--- config.mk ---
export PLATFORM = sky130hd
export DESIGN_NAME = button_conditioner
export DESIGN_NICKNAME = d
export VERILOG_FILES = /design/src/rtl/button_conditioner.sv
export SDC_FILE = /design/constraint.sdc
export NUM_CORES = 1
export LEC_CHECK = 0
export ABC_AREA = 0
export BUFFER_PORTS_ARGS = -buffer_cell sky130_fd_sc_hd__buf_4
export CAP_MARGIN = 20
export CORE_MARGIN = 4
export CORE_UTILIZATION = 40
export DETAILED_ROUTE_END_ITERATION = 8
export SYNTH_ARGS = -nofsm -noshare
export SYNTH_HDL_FRONTEND = slang
export SYNTH_SLANG_ARGS = --single-unit
--- constraint.sdc ---
create_clock -name clk -period 2.1 [get_ports clk]
set_input_delay 0.21 -clock clk [delete_from_list [all_inputs] [get_ports clk]]
set_output_delay 0.21 -clock clk [all_outputs]
set_load 0.05 [all_outputs]
--- src/rtl/button_conditioner.sv ---
// button_conditioner: synchronises, debounces and edge-detects raw push-button pins.
// Each channel owns a 2-FF synchroniser, a stable-cycle counter and a four-state FSM.
module button_conditioner #(
    parameter int NUM_BUTTONS    = 2,
    parameter int DEBOUNCE_COUNT = 240000,
    parameter bit ACTIVE_LOW     = 1'b1
) (
    input  logic                   clk,
    input  logic                   rst,
    input  logic [NUM_BUTTONS-1:0] btn_in,
    output logic [NUM_BUTTONS-1:0] btn_level,
    output logic [NUM_BUTTONS-1:0] btn_press,
    output logic [NUM_BUTTONS-1:0] btn_release
);
    localparam int CW = $clog2(DEBOUNCE_COUNT + 1);

    typedef enum logic [1:0] {IDLE, PRESS_WAIT, PRESSED, RELEASE_WAIT} state_t;

    for (genvar i = 0; i < NUM_BUTTONS; i++) begin : g_ch
        state_t        state_q, state_d;
        logic [CW-1:0] cnt_q, cnt_d;
        logic          sync1_q, sync2_q;
        logic          level_q, press_q, release_q;
        logic          press_d, release_d;
        logic          active, done;

        assign active = sync2_q ^ ACTIVE_LOW;
        assign done   = cnt_q == CW'(DEBOUNCE_COUNT - 1);

        always_comb begin
            state_d   = state_q;
            cnt_d     = cnt_q;
            press_d   = 1'b0;
            release_d = 1'b0;
            case (state_q)
                IDLE:         if (active) state_d = PRESS_WAIT;
                PRESS_WAIT:   if (!active) state_d = IDLE;
                              else if (done) begin state_d = PRESSED; press_d = 1'b1; end
                              else cnt_d = cnt_q + CW'(1);
                PRESSED:      if (!active) state_d = RELEASE_WAIT;
                RELEASE_WAIT: if (active) state_d = PRESSED;
                              else if (done) begin state_d = IDLE; release_d = 1'b1; end
                              else cnt_d = cnt_q + CW'(1);
                default:      state_d = IDLE;
            endcase
            // Every transition restarts the stability count, so it can never wrap.
            if (state_d != state_q) cnt_d = '0;
        end

        always_ff @(posedge clk) begin
            if (rst) begin
                sync1_q   <= ACTIVE_LOW;
                sync2_q   <= ACTIVE_LOW;
                state_q   <= IDLE;
                cnt_q     <= '0;
                level_q   <= 1'b0;
                press_q   <= 1'b0;
                release_q <= 1'b0;
            end else begin
                sync1_q   <= btn_in[i];
                sync2_q   <= sync1_q;
                state_q   <= state_d;
                cnt_q     <= cnt_d;
                level_q   <= (state_d == PRESSED) || (state_d == RELEASE_WAIT);
                press_q   <= press_d;
                release_q <= release_d;
            end
        end

        assign btn_level[i]   = level_q;
        assign btn_press[i]   = press_q;
        assign btn_release[i] = release_q;
    end
endmodule

==> impl_metrics.xml <==
<?xml version="1.0" encoding="UTF-8"?>
<metrics>
  <group name="worst_setup_path">
    <metric name="arrival_worst_endpoint" unit="ns">2.17</metric>
    <metric name="critical_path.n_buffers_inverters" unit="">0</metric>
    <metric name="ordered_list_of_cells_on_the_worst_path" unit="">or4b_4 -&gt; nor4_4 -&gt; a21oi_2 -&gt; o21bai_4 -&gt; nor2_1</metric>
    <metric name="timing.critical_path.fanout_max" unit="">15</metric>
    <metric name="endpoint_kind" unit="">flip-flop</metric>
    <metric name="critical-path-slowest-cell" unit="">sky130_fd_sc_hd__or4b_4</metric>
    <metric name="worst-setup-path-type" unit="">flip-flop to flip-flop</metric>
    <metric name="crit_path_start_kind" unit="">flip-flop</metric>
    <metric name="critical_path.max_stage_delay" unit="ns">0.54</metric>
    <metric name="r2r_cells" unit="">5</metric>
    <metric name="worst_ep_required_time" unit="ns">2.28</metric>
    <metric name="cp.depth" unit="">5</metric>
    <metric name="gate_family_responsible_for_the_most_delay_along_the_worst_path" unit="">simple AND/OR/NAND/NOR gates</metric>
  </group>
  <group name="sta">
    <metric name="slew_viol_final" unit="">0</metric>
    <metric name="max_freq" unit="GHz">0.503</metric>
    <metric name="tightestPinTransition" unit="ns">0.550</metric>
    <metric name="worst_slew_margin_rel" unit="%">63.0</metric>
    <metric name="final-setup-viol-count" unit="">0</metric>
    <metric name="post_layout_minimum_cycle_time" unit="ns">1.99</metric>
    <metric name="layout_worst_path_cycle_share" unit="%">94.6</metric>
    <metric name="timing_hold_violations_final" unit="">0</metric>
    <metric name="rsz0062_at_grt" unit="">no</metric>
    <metric name="clock-skew-final" unit="ns">0.00533</metric>
    <metric name="fin_tns_setup" unit="ns">0</metric>
  </group>
  <group name="power">
    <metric name="seqPwrFrac" unit="%">56.1</metric>
    <metric name="p_int" unit="mW">1.29</metric>
    <metric name="p_sw_share" unit="%">21.2</metric>
    <metric name="vdd.ir_drop.worst" unit="mV">0.406</metric>
    <metric name="p_switching" unit="mW">0.347</metric>
    <metric name="power.share.combinational" unit="%">3.1</metric>
    <metric name="static-leakage-power" unit="nW">0.843</metric>
    <metric name="cellPowerDensity" unit="nW/um^2">620</metric>
    <metric name="clock_power_share" unit="%">40.8</metric>
  </group>
  <group name="global_route">
    <metric name="grt_first_pass_wirelength" unit="um">7800</metric>
    <metric name="initial_antenna_violation_count" unit="">0</metric>
    <metric name="grt_pass1_vias" unit="">1780</metric>
    <metric name="grt_max_degree" unit="">26</metric>
    <metric name="grt-ovfl-total" unit="">0</metric>
    <metric name="grt_util_all_layers" unit="%">12.9</metric>
  </group>
  <group name="cells_and_area">
    <metric name="flow.area_growth_from_synthesis" unit="%">12.5</metric>
    <metric name="most-common-layout-cells" unit="">sky130_fd_sc_hd__dfxtp_1 (48), sky130_fd_sc_hd__nor2_1 (39), sky130_fd_sc_hd__xnor2_1 (25)</metric>
    <metric name="insertedDiodeCount" unit="">0</metric>
    <metric name="finish.net_count" unit="">290</metric>
    <metric name="final_core_util" unit="%">47.1</metric>
    <metric name="fillCellCount" unit="">567</metric>
    <metric name="layout-drive-gt1-share" unit="%">16.1</metric>
    <metric name="mostFrequentLayoutCell" unit="">sky130_fd_sc_hd__dfxtp_1</metric>
  </group>
  <group name="run_status">
    <metric name="result_of_the_run" unit="">finished, final reports clean</metric>
  </group>
  <group name="synth">
    <metric name="syn_area" unit="um^2">2340</metric>
    <metric name="synthesis.yosys.warnings" unit="">0</metric>
    <metric name="synth_seq_area_share" unit="%">41.0</metric>
    <metric name="post_synth.cell_area_avg" unit="um^2">8.78</metric>
    <metric name="syn-num-nets" unit="">273</metric>
    <metric name="post_synth_inst_count" unit="">267</metric>
    <metric name="synth_seq_cells" unit="">48</metric>
    <metric name="synth_cell_type_count" unit="">45</metric>
  </group>
  <group name="job">
    <metric name="drv.max_cap_violation_count" unit="">0</metric>
  </group>
  <group name="floorplan">
    <metric name="start_util" unit="%">41.8</metric>
    <metric name="floorplan.rows" unit="">27</metric>
    <metric name="io_pins" unit="">10</metric>
    <metric name="die_width" unit="um">84.6</metric>
    <metric name="dieArea" unit="um^2">7150</metric>
    <metric name="die-height" unit="um">84.6</metric>
    <metric name="core_area" unit="um^2">5610</metric>
  </group>
  <group name="place">
    <metric name="hpwl" unit="um">3090</metric>
    <metric name="numPortBuffers" unit="">9</metric>
    <metric name="globalplace.congestion" unit="">0.759</metric>
  </group>
  <group name="worst_hold_path">
    <metric name="holdPathStages" unit="">2</metric>
    <metric name="min-delay-path-class" unit="">input port to flip-flop</metric>
  </group>
  <group name="clock_network">
    <metric name="cts.hold.buffers_added" unit="">0</metric>
    <metric name="cts.repair_timing.setup_buffer_count" unit="">0</metric>
    <metric name="clock_path_buffers" unit="">2</metric>
    <metric name="clock_insertion_delay_worst_skew" unit="ns">0.30</metric>
    <metric name="cts_buffers" unit="">5</metric>
    <metric name="h-tree-depth" unit="">2</metric>
    <metric name="root_buffer" unit="">sky130_fd_sc_hd__clkbuf_8</metric>
    <metric name="clk_transition_reported_paths" unit="ns">0.09</metric>
    <metric name="cts_num_sinks" unit="">48</metric>
    <metric name="clock_tree_from_tritoncts" unit="">yes</metric>
  </group>
  <group name="drt">
    <metric name="dr_total_vias" unit="">1856</metric>
    <metric name="postRouteAntennaNets" unit="">0</metric>
    <metric name="drt_wl_total" unit="um">4350</metric>
    <metric name="number_of_drc_markers_in_iteration_0" unit="">75</metric>
    <metric name="drt-pass1-iter-count" unit="">4</metric>
    <metric name="wire_per_inst" unit="um">12.2</metric>
    <metric name="drcViolationCount" unit="">0</metric>
    <metric name="detail_route.vias_per_cell" unit="">5.20</metric>
  </group>
</metrics>
[path summary, 6_finish.rpt]
kind / from / endpoint / slack (ns)
worst min register to register: g_ch[0].sync1_q / g_ch[0].sync2_q / 0.41
worst max register to register: g_ch[1].cnt_q[14] / g_ch[1].cnt_q[16] / 0.11
worst min-delay path: btn_in[0] / g_ch[0].sync1_q / 0.09
worst max-delay path: g_ch[1].cnt_q[14] / g_ch[1].cnt_q[16] / 0.11
[power by group through the flow]
stage / registers (mW) / clock network [mW] / logic (mW)
3_5_place_dp: 0.939 / 0 / 0.0506
2_1_floorplan: 0.938 / 0 / 0.0363
4_1_cts: 0.918 / 0.684 / 0.0507
5_1_grt: 0.919 / 0.716 / 0.0548
6_report: 0.918 / 0.667 / 0.0499
3_3_place_gp: 0.939 / 0 / 0.0503
[cells by family (layout without fill, tap and decap cells)]
group | Yosys count | in the layout | synth area share (%)
compound gates | 31 | 31 | 9.13
xor+xnor | 27 | 27 | 10.9
fa+ha+maj | 2 | 2 | 1.07
buf+inv | 20 | 38 | 4.70
flops | 48 | 48 | 41.0
mux | 3 | 3 | 1.28
simple gates | 136 | 136 | 32.0
[what timing repair did]
action,CTS,global route
endpoints found under the hold margin,0,0
gates resized for setup,0,1
endpoints found under the setup margin,0,2
[metal layers]
metal	routed length (um)	GRT usage (%)	up-vias
li1	-	-	966
met1	2140	16.6	876
met2	2080	21.4	9
met3	75	2.65	5
met4	51	4.32	0
met5	0	0	-
[state kept, by name, summed over array words and instances, names as in the netlist]
signal and flops:
g_ch.release_q 2, g_ch.cnt_q 36, g_ch.sync1_q 2, g_ch.sync2_q 2
g_ch.state_q 4, g_ch.press_q 2
[synthesized netlist by cell type (all sizes together)]
library cell,number,share of area (%)
a2111oi,1,0.37
a211oi,4,1.3
a21oi,15,3.5
a22oi,1,0.32
a31oi,1,0.27
and2,2,0.53
and3,4,1.1
and3b,1,0.37
and4,3,1.1
buf,9,2.9
clkbuf,5,0.80
dfxtp,48,41
ha,2,1.1
inv,6,0.96
mux2i,3,1.3
nand2,23,3.7
nand3,13,3.0
nand3b,1,0.32
nand4,6,1.6
nand4b,4,1.5
nor2,39,6.2
nor3,15,3.7
nor3b,1,0.32
nor4,9,3.0
nor4b,1,0.64
nor4bb,2,0.85
o21a,1,0.32
o21ai,5,1.1
o21bai,2,1.6
o41ai,1,0.37
or2,5,1.3
or3,3,0.80
or4,1,0.32
or4b,1,0.59
or4bb,2,0.96
xnor2,26,11
xor2,1,0.37
[cell type report]
| cell class | instances | area, um^2 | share of cell area, % |
|---|---|---|---|
| clock buffer | 6 | 72.6 | 2.75 |
| sequential | 48 | 961 | 36.4 |
| tap | 72 | 90.1 | 3.41 |
| clock inverter | 2 | 35.0 | 1.33 |
| inverter | 6 | 22.5 | 0.853 |
| multi-input combinational | 199 | 1280 | 48.4 |
| timing repair buffer | 24 | 180 | 6.83 |
[metrics by stage]
step | instances | worst slack, ns | cell area, um^2 | power (mW) | hold WS (ns)
detailed placement | 349 | 0.125 | 2530 | 0.990 | 0.394
global placement | 349 | 0.165 | 2530 | 0.990 | 0.392
global route | 357 | 0.0209 | 2640 | 1.69 | 0.0860
finish | 357 | 0.114 | 2640 | 1.63 | 0.0897
floorplan | 267 | 0.258 | 2340 | 0.975 | 0.314
CTS | 357 | 0.102 | 2640 | 1.65 | 0.0819
(Power assumes the default switching activity.)
